**config.mk**
```make
export PLATFORM = sky130hd
export DESIGN_NAME = uart_rx_fifo
export DESIGN_NICKNAME = d
export VERILOG_FILES = /design/src/rtl/uart_rx_fifo.sv
export SDC_FILE = /design/constraint.sdc
export NUM_CORES = 1
export LEC_CHECK = 0
export ABC_AREA = 1
export BUFFER_PORTS_ARGS = -buffer_cell sky130_fd_sc_hd__buf_4
export CORE_UTILIZATION = 65
export DETAILED_ROUTE_END_ITERATION = 7
export PLACE_DENSITY = 0.84
export RECOVER_POWER = 50
export SETUP_SLACK_MARGIN = 0.4
export SYNTH_ARGS = -nofsm -noshare
export SYNTH_HDL_FRONTEND = slang
export SYNTH_SLANG_ARGS = --single-unit
export TNS_END_PERCENT = 20
```
**constraint.sdc**
```tcl
create_clock -name sysclk -period 3.5 [get_ports sysclk]
set_input_delay 0.7 -clock sysclk [delete_from_list [all_inputs] [get_ports sysclk]]
set_output_delay 0.7 -clock sysclk [all_outputs]
set_load 0.05 [all_outputs]
```
**src/rtl/uart_rx_fifo.sv**
```systemverilog
// uart_rx_fifo: oversampling UART receiver feeding a show-ahead FIFO with per-word error flags
module uart_rx_fifo #(
  parameter int DATA_BITS  = 8,
  parameter int PARITY     = 0,
  parameter int STOP_BITS  = 1,
  parameter int OVERSAMPLE = 8,
  parameter int CLK_DIV    = 4,
  parameter int FIFO_DEPTH = 4
) (
  input  logic                          sysclk,
  input  logic                          rst,
  input  logic                          rxd,
  input  logic                          rd_en,
  output logic [DATA_BITS-1:0]          rd_data,
  output logic                          rd_parity_err,
  output logic                          rd_frame_err,
  output logic                          rd_valid,
  output logic [$clog2(FIFO_DEPTH):0]   fifo_count,
  output logic                          overrun,
  input  logic                          clr_overrun
);
  localparam int DW = $clog2(CLK_DIV);
  localparam int SW = $clog2(OVERSAMPLE);
  localparam int BW = $clog2(DATA_BITS + 1);
  localparam int AW = $clog2(FIFO_DEPTH);
  localparam int EW = DATA_BITS + 2;
  localparam logic [DW-1:0] DIV_LAST = DW'(CLK_DIV - 1);
  localparam logic [SW-1:0] SC_LAST  = SW'(OVERSAMPLE - 1);
  localparam logic [SW-1:0] SC_A     = SW'(OVERSAMPLE / 2 - 1);
  localparam logic [SW-1:0] SC_B     = SW'(OVERSAMPLE / 2);
  localparam logic [SW-1:0] SC_C     = SW'(OVERSAMPLE / 2 + 1);
  localparam logic [BW-1:0] BITS_ALL = BW'(DATA_BITS);
  localparam logic [AW:0]   FULL     = (AW + 1)'(FIFO_DEPTH);
  localparam logic          STOP_END = 1'(STOP_BITS - 1);

  typedef enum logic [2:0] {S_IDLE, S_START, S_DATA, S_PAR, S_STOP} state_t;

  state_t               state_q, state_d;
  logic [DW-1:0]        div_q;
  logic [1:0]           sync_q;
  logic [SW-1:0]        sc_q, sc_d;
  logic [1:0]           smp_q, smp_d;
  logic [BW-1:0]        bcnt_q, bcnt_d;
  logic [DATA_BITS-1:0] shift_q, shift_d;
  logic                 perr_q, perr_d, ferr_q, ferr_d, stop_q, stop_d, armed_q, armed_d;
  logic [AW-1:0]        wr_q, rd_q;
  logic [AW:0]          cnt_q;
  logic                 ovr_q;
  logic [EW-1:0]        mem_q [FIFO_DEPTH];
  logic                 tick, rxs, vote, decide, wrap, exp_par, push, pop, push_ok;
  logic [EW-1:0]        head;

  assign tick    = div_q == DIV_LAST;
  assign rxs     = sync_q[1];
  assign vote    = (smp_q[0] & smp_q[1]) | (smp_q[0] & rxs) | (smp_q[1] & rxs);
  assign decide  = tick && sc_q == SC_C;
  assign wrap    = tick && sc_q == SC_LAST;
  assign exp_par = (PARITY == 2) ? ^shift_q : ~^shift_q;

  // armed_q blocks start detection until the line has been seen idle, so a break is not re-read as frames
  always_comb begin
    state_d = state_q;
    sc_d    = sc_q;
    smp_d   = smp_q;
    bcnt_d  = bcnt_q;
    shift_d = shift_q;
    perr_d  = perr_q;
    ferr_d  = ferr_q;
    stop_d  = stop_q;
    push    = 1'b0;
    armed_d = (state_q == S_IDLE) ? (armed_q | rxs) : 1'b0;
    if (tick) begin
      sc_d     = sc_q + 1'b1;
      smp_d[0] = (sc_q == SC_A) ? rxs : smp_q[0];
      smp_d[1] = (sc_q == SC_B) ? rxs : smp_q[1];
      case (state_q)
        S_IDLE: begin
          sc_d = '0;
          if (!rxs && armed_q) begin
            state_d = S_START;
            sc_d    = SW'(1);
            bcnt_d  = '0;
            perr_d  = 1'b0;
            ferr_d  = 1'b0;
            stop_d  = 1'b0;
          end
        end
        S_START: state_d = (decide && vote) ? S_IDLE : (wrap ? S_DATA : S_START);
        S_DATA: begin
          if (decide) begin
            shift_d = {vote, shift_q[DATA_BITS-1:1]};
            bcnt_d  = bcnt_q + 1'b1;
          end
          if (wrap && bcnt_q == BITS_ALL) state_d = (PARITY != 0) ? S_PAR : S_STOP;
        end
        S_PAR: begin
          perr_d  = decide ? (vote != exp_par) : perr_q;
          state_d = wrap ? S_STOP : S_PAR;
        end
        S_STOP: begin
          if (decide) begin
            ferr_d = ferr_q | ~vote;
            if (stop_q == STOP_END) begin
              push    = 1'b1;
              state_d = S_IDLE;
            end else begin
              stop_d = 1'b1;
            end
          end
        end
        default: state_d = S_IDLE;
      endcase
    end
  end

  assign pop     = rd_en && cnt_q != '0;
  assign push_ok = push && (cnt_q != FULL || pop);

  always_ff @(posedge sysclk or posedge rst)
    if (rst) begin
      state_q <= S_IDLE;
      div_q   <= '0;
      sync_q  <= 2'b11;
      sc_q    <= '0;
      smp_q   <= '0;
      bcnt_q  <= '0;
      shift_q <= '0;
      perr_q  <= 1'b0;
      ferr_q  <= 1'b0;
      stop_q  <= 1'b0;
      armed_q <= 1'b0;
      wr_q    <= '0;
      rd_q    <= '0;
      cnt_q   <= '0;
      ovr_q   <= 1'b0;
    end else begin
      state_q <= state_d;
      div_q   <= tick ? '0 : div_q + 1'b1;
      sync_q  <= {sync_q[0], rxd};
      sc_q    <= sc_d;
      smp_q   <= smp_d;
      bcnt_q  <= bcnt_d;
      shift_q <= shift_d;
      perr_q  <= perr_d;
      ferr_q  <= ferr_d;
      stop_q  <= stop_d;
      armed_q <= armed_d;
      wr_q    <= push_ok ? wr_q + 1'b1 : wr_q;
      rd_q    <= pop ? rd_q + 1'b1 : rd_q;
      cnt_q   <= cnt_q + (AW + 1)'(push_ok) - (AW + 1)'(pop);
      ovr_q   <= (push && !push_ok) || (ovr_q && !clr_overrun);
    end

  always_ff @(posedge sysclk)
    if (push_ok) mem_q[wr_q] <= {ferr_d, perr_q, shift_q};

  assign head          = mem_q[rd_q];
  assign rd_valid      = cnt_q != '0;
  assign rd_data       = rd_valid ? head[DATA_BITS-1:0] : '0;
  assign rd_parity_err = rd_valid & head[DATA_BITS];
  assign rd_frame_err  = rd_valid & head[DATA_BITS+1];
  assign fifo_count    = cnt_q;
  assign overrun       = ovr_q;
endmodule

```
* Word-level counts from Yosys, hierarchy flattened
Memories as Yosys holds them, arrays and structs flattened. Index checks and enable logic that the tools add are counted.
Storage, ports and cells: memory bits (writable) 40, flip-flop bits (word level) 36, bits of input ports 5, logic and storage cells 111, memories kept 1
Operators by class: reduce and logical (&&, ||, !) cells 27, bitwise logic cells 10, equality and inequality tests 18, muxes and demuxes 32, add/sub/neg operators 7
Memories:
- mem_q | words 4, width 10, rd ports 1, clocked after memory_dff 0, wr ports 1, line 49 | logic [EW-1:0] mem_q [FIFO_DEPTH];
Operator list (number):
- $mux 3 | 6
- $mux 1 | 15
- $pmux 3 s5 | 1
- $eq 3x3->1 const B | 4
- $reduce_and 4->1 | 3
- $ne 2x2->1 const B | 5
- $eq 3x2->1 const B | 3
- $logic_and 1x1->1 | 9
- $mux 4 | 2
- $mux 8 | 1
- $pmux 4 s2 | 1
- $reduce_xnor 8->1 | 1
- $add 2x1->2 const B | 3
- $mux 2 | 3
- $pmux 1 s2 | 3
- $reduce_bool 2->1 | 3
- $and 1x1->1 | 5
- $reduce_and 5->1 | 1
- $add 4x1->4 const B | 1
- $eq 4x4->1 const B | 1
- $or 1x1->1 | 4
- $reduce_and 2->1 | 2
- $add 3x1->3 | 1
- $add 3x1->3 const B | 1
- 12 further kinds | 15

* Longest topological paths before layout
word-level depth 9, depth in mapped cells 12, mapped depth without buffers 12

* Least setup slack after synthesis
OpenSTA, ideal clock, no wires.
path kind reg2out, from register cnt_q[1] (netlist: fifo_count[1]), to output port rd_data[0], stages on the path, launching flop included 6, arrival 2.278 ns, path buffers 1, path slack 0.522 ns, data required time 2.800 ns, path through dfrtp_1 -> nor2_1 -> nand2_1 -> inv_1 -> clkbuf_1 -> a21oi_1
Between the ends: cells in the longest elaborated chain, start to end 2
RTL lines:
- from (decl) | line 47 | logic [AW:0] cnt_q;
- from (signal assigned) | line 150 | cnt_q <= cnt_q + (AW + 1)'(push_ok) - (AW + 1)'(pop);
- $reduce_bool 3->1 | line 158 | assign rd_valid = cnt_q != '0;
- named net rd_valid | line 17 | output logic rd_valid,
- $mux 8 | line 159 | assign rd_data = rd_valid ? head[DATA_BITS-1:0] : '0;
- to (decl) | line 14 | output logic [DATA_BITS-1:0] rd_data,
The timed path passes the listed nets, and every way through them passes these cells.

* Final worst setup path
from register rd_q[0], to output port rd_data[5]
Between the ends: cells in the longest elaborated chain, start to end 2
RTL lines:
- from (decl) | line 46 | logic [AW-1:0] wr_q, rd_q;
- from (signal assigned) | line 149 | rd_q <= pop ? rd_q + 1'b1 : rd_q;
- $mem_v2 4x10
- $mux 8 | line 159
Every way passes these cells.

==> impl_metrics.csv <==
group,metric,value,unit
timing,fin_worst_skew,0.00906,ns
timing,drv_slew,0,
placed_design,place_inst,452,
clock_tree,h-tree-depth,3,
worst_hold_path,min_from,"sync_q[0]",
critical_path,rrSetupSlack,1.03,ns
worst_hold_path,hold_end,"sync_q[1]",
logic_synthesis,synth-compound-area-share,9.49,%
placed_design,io_buffers,19,
logic_synthesis,ys_seq_area_share,58.9,%
detailed_routing,ant_nets,0,
layout,area_delta_synth_final,11.5,%
timing,holdWs,0.361,ns
critical_path,r2r-start,"div_q[0]",
layout,insertedDiodeCount,0,
power_and_ir_drop,p_total,2.96,mW
layout,drive_above_1_share,13.6,%
power_and_ir_drop,ir_worst_vdd,0.000446,V
clock_tree,cts.clk_slew.worst_paths,0.07,ns
critical_path,r2r-end,"fifo_count[1]",
critical_path,arrival,1.98,ns
global_routing,grt_first_pass_wirelength,10100,µm
detailed_routing,wl,6440,µm
clock_tree,clock_latency,0.34,ns
die,start_util,68.3,%
logic_synthesis,ys_types,26,
logic_synthesis,synth_nets,386,
critical_path,path_cells,"buf_4 -> inv_1 -> o21ai_0 -> a21oi_1 -> buf_4",
critical_path,startpoint_type,"register",
global_routing,grt_pass1_vias,2292,
die,die_area,5740,µm²
clock_tree,cts_inserted_buffers,9,
die,die_h,75.7,µm
clock_tree,cts.sinks,75,
critical_path,path_class,"register to output port",
timing,rsz0062_at_grt,"no",
clock_tree,cts_setup_buffers,0,
logic_synthesis,yosys.area.top_type_share,34.0,%
clock_tree,hold_buffers,0,
logic_synthesis,yosys_warnings,0,
logic_synthesis,synth_top_family_by_area,"simple AND/OR/NAND/NOR gates",
critical_path,worstPathMaxFanout,23,
logic_synthesis,netlist_area,3530,µm²
critical_path,crit_path_max_incr_delay,0.41,ns
detailed_routing,dr.pass1.iters,5,
timing,clock.fmax,0.373,GHz
placed_design,dpl.hpwl,4230,µm
critical_path,slowest_stage,"inv_1",
clock_tree,clk_path_buf_depth,2,
worst_hold_path,min_path_type,"register to register",
clock_tree,cts_resized,0,
logic_synthesis,synth-adder-area-share,5.52,%
timing,tns,0,ns
global_routing,grt_max_degree,24,
logic_synthesis,synth-simple-area-share,18.0,%
logic_synthesis,synth_area_leaders,"edfxtp_1 34%, dfrtp_1 23%, nand2_1 6.5%",
critical_path,worst_r2r_path_depth,10,
detailed_routing,vias,2472,
layout,final_cells,468,
detailed_routing,drt_iter0_markers,118,
die,placeableCoreArea,5170,µm²
timing,setup_viol,0,
detailed_routing,viasPerCell,5.28,
die,rows,26,
logic_synthesis,synthMuxAreaShare,0,%
logic_synthesis,synth_largest_area_cell,"edfxtp_1",
power_and_ir_drop,p_leak,1.84,nW
detailed_routing,detail_route.wl_per_cell,13.8,µm
run,drv_cap,0,
die,ios,20,
logic_synthesis,synth_xor_area_share,1.98,%
placed_design,place.gp.congestion,0.880,
logic_synthesis,ys_ff_latch,75,
logic_synthesis,synth_cells,366,
critical_path,required,2.80,ns
timing,fin_crit,2.68,ns
global_routing,grt_usage,24.8,%
critical_path,endpoint_kind,"output port",
detailed_routing,drcViolationCount,0,
clock_tree,clockRootBuffer,"clkbuf_8",
timing,fin_crit_sh,76.7,%
power_and_ir_drop,power.density,752,nW/µm²
global_routing,antenna_found_initial,0,
die,die_w,75.7,µm
critical_path,cp_common_cell,"buf_4",
layout,fin_nets,413,
worst_hold_path,hold_depth,0,
layout,final_cell_mix,"61 x nand2_1, 60 x nor2_1, 45 x inv_1",
clock_tree,cts_tree,"yes",
layout,layout_commonest_cell,"nand2_1",
logic_synthesis,syn_area_per_cell,9.65,µm²
timing,worstMarginPinSlew,0.999,ns
run_status,outcome,"completed",
timing,slew-limit-headroom,33.4,%
global_routing,grt-ovfl-total,0,
timing,hold_viol,0,
## state kept, by name, summed over array words and instances, names as in the netlist
| signal | cells |
|---|---|
| mem_q | 40 |
| shift_q | 8 |
| bcnt_q | 4 |
| fifo_count | 3 |
| sc_q | 3 |
| state_q | 3 |
| div_q | 2 |
| rd_q | 2 |
| smp_q | 2 |
| sync_q | 2 |
| wr_q | 2 |
| armed_q | 1 |
| ferr_q | 1 |
| overrun | 1 |
| perr_q | 1 |
## worst max-delay path by stage
stage / from / cells after the start / slack, ns / to
6_report: rd_q[0] / 5 / 0.82 / rd_data[5]
5_1_grt: rd_q[1] / 5 / 0.66 / rd_data[0]
4_1_cts: rd_q[0] / 5 / 0.83 / rd_data[5]
3_5_place_dp: div_q[0] / 10 / 1.04 / fifo_count[1]
3_3_place_gp: div_q[0] / 10 / 1.17 / fifo_count[2]
2_1_floorplan: fifo_count[1] / 5 / 0.52 / rd_data[0]
## kinds of logic (layout without fill, tap and decap cells)
| family | count (synthesis) | in the layout |
|---|---|---|
| flops | 75 | 75 |
| fa+ha+maj | 15 | 15 |
| xor+xnor | 8 | 8 |
| buf+inv | 57 | 89 |
| simple gates | 148 | 148 |
| compound gates | 63 | 63 |
## per-stage QoR
step	utilization, %	area (µm²)	setup slack (ns)
floorplan	-	3530	0.522
global placement	72.9	3770	1.17
detailed placement	72.9	3770	1.04
CTS	76.5	3960	0.832
global route	76.2	3940	0.655
finish	76.2	3940	0.816
## critical path: cells and delay by family (launching register included)
family | cells | cell delay [ns]
AO/OA/AOI/OAI | 2 | 0.43
flip-flops | 1 | 0.36
buffers and inverters | 3 | 0.85
## Yosys cell counts
cell      instances
ha_1             14
buf_2             4
o32ai_1           1
inv_1            44
clkbuf_1          5
nor3_1            3
nand2_1          61
a21oi_2           1
nand4_1           1
nor2_4            3
nand2_4           3
dfstp_2           2
o21ai_0          38
nor2_1           59
a31oi_1           1
fa_1              1
xnor2_1           3
edfxtp_1         40
inv_2             4
nand2_2           4
o21ai_2           3
a21oi_1          16
dfrtp_1          33
nand3_1          14
xor2_1            5
o21ai_1           3
## final cells by class
class,instances,area (µm²)
Clock buffer,11,131
Clock inverter,5,53.8
Fill cell,337,1230
Inverter,48,180
Multi-Input combinational cell,234,1220
Sequential cell,75,2080
Tap cell,70,87.6
Timing Repair Buffer,25,184
## routing by layer
metal  track usage [%]  vias to the layer above  part of all wire [%]
met5                 0                        -                     0
met4              10.3                        0                   1.3
met3              5.82                       10                   4.3
met2              45.1                       57                    52
met1              28.1                     1169                    42
li1                  -                     1236                     -
## report_power, final
part / leakage [nW] / switching, mW / internal (mW) / total (mW)
clock network: 0.0870 / 0.304 / 0.326 / 0.630
logic: 0.854 / 0.851 / 0.376 / 1.23
registers: 0.895 / 0.0923 / 1.01 / 1.11
Power figures use the tool's default switching activity.
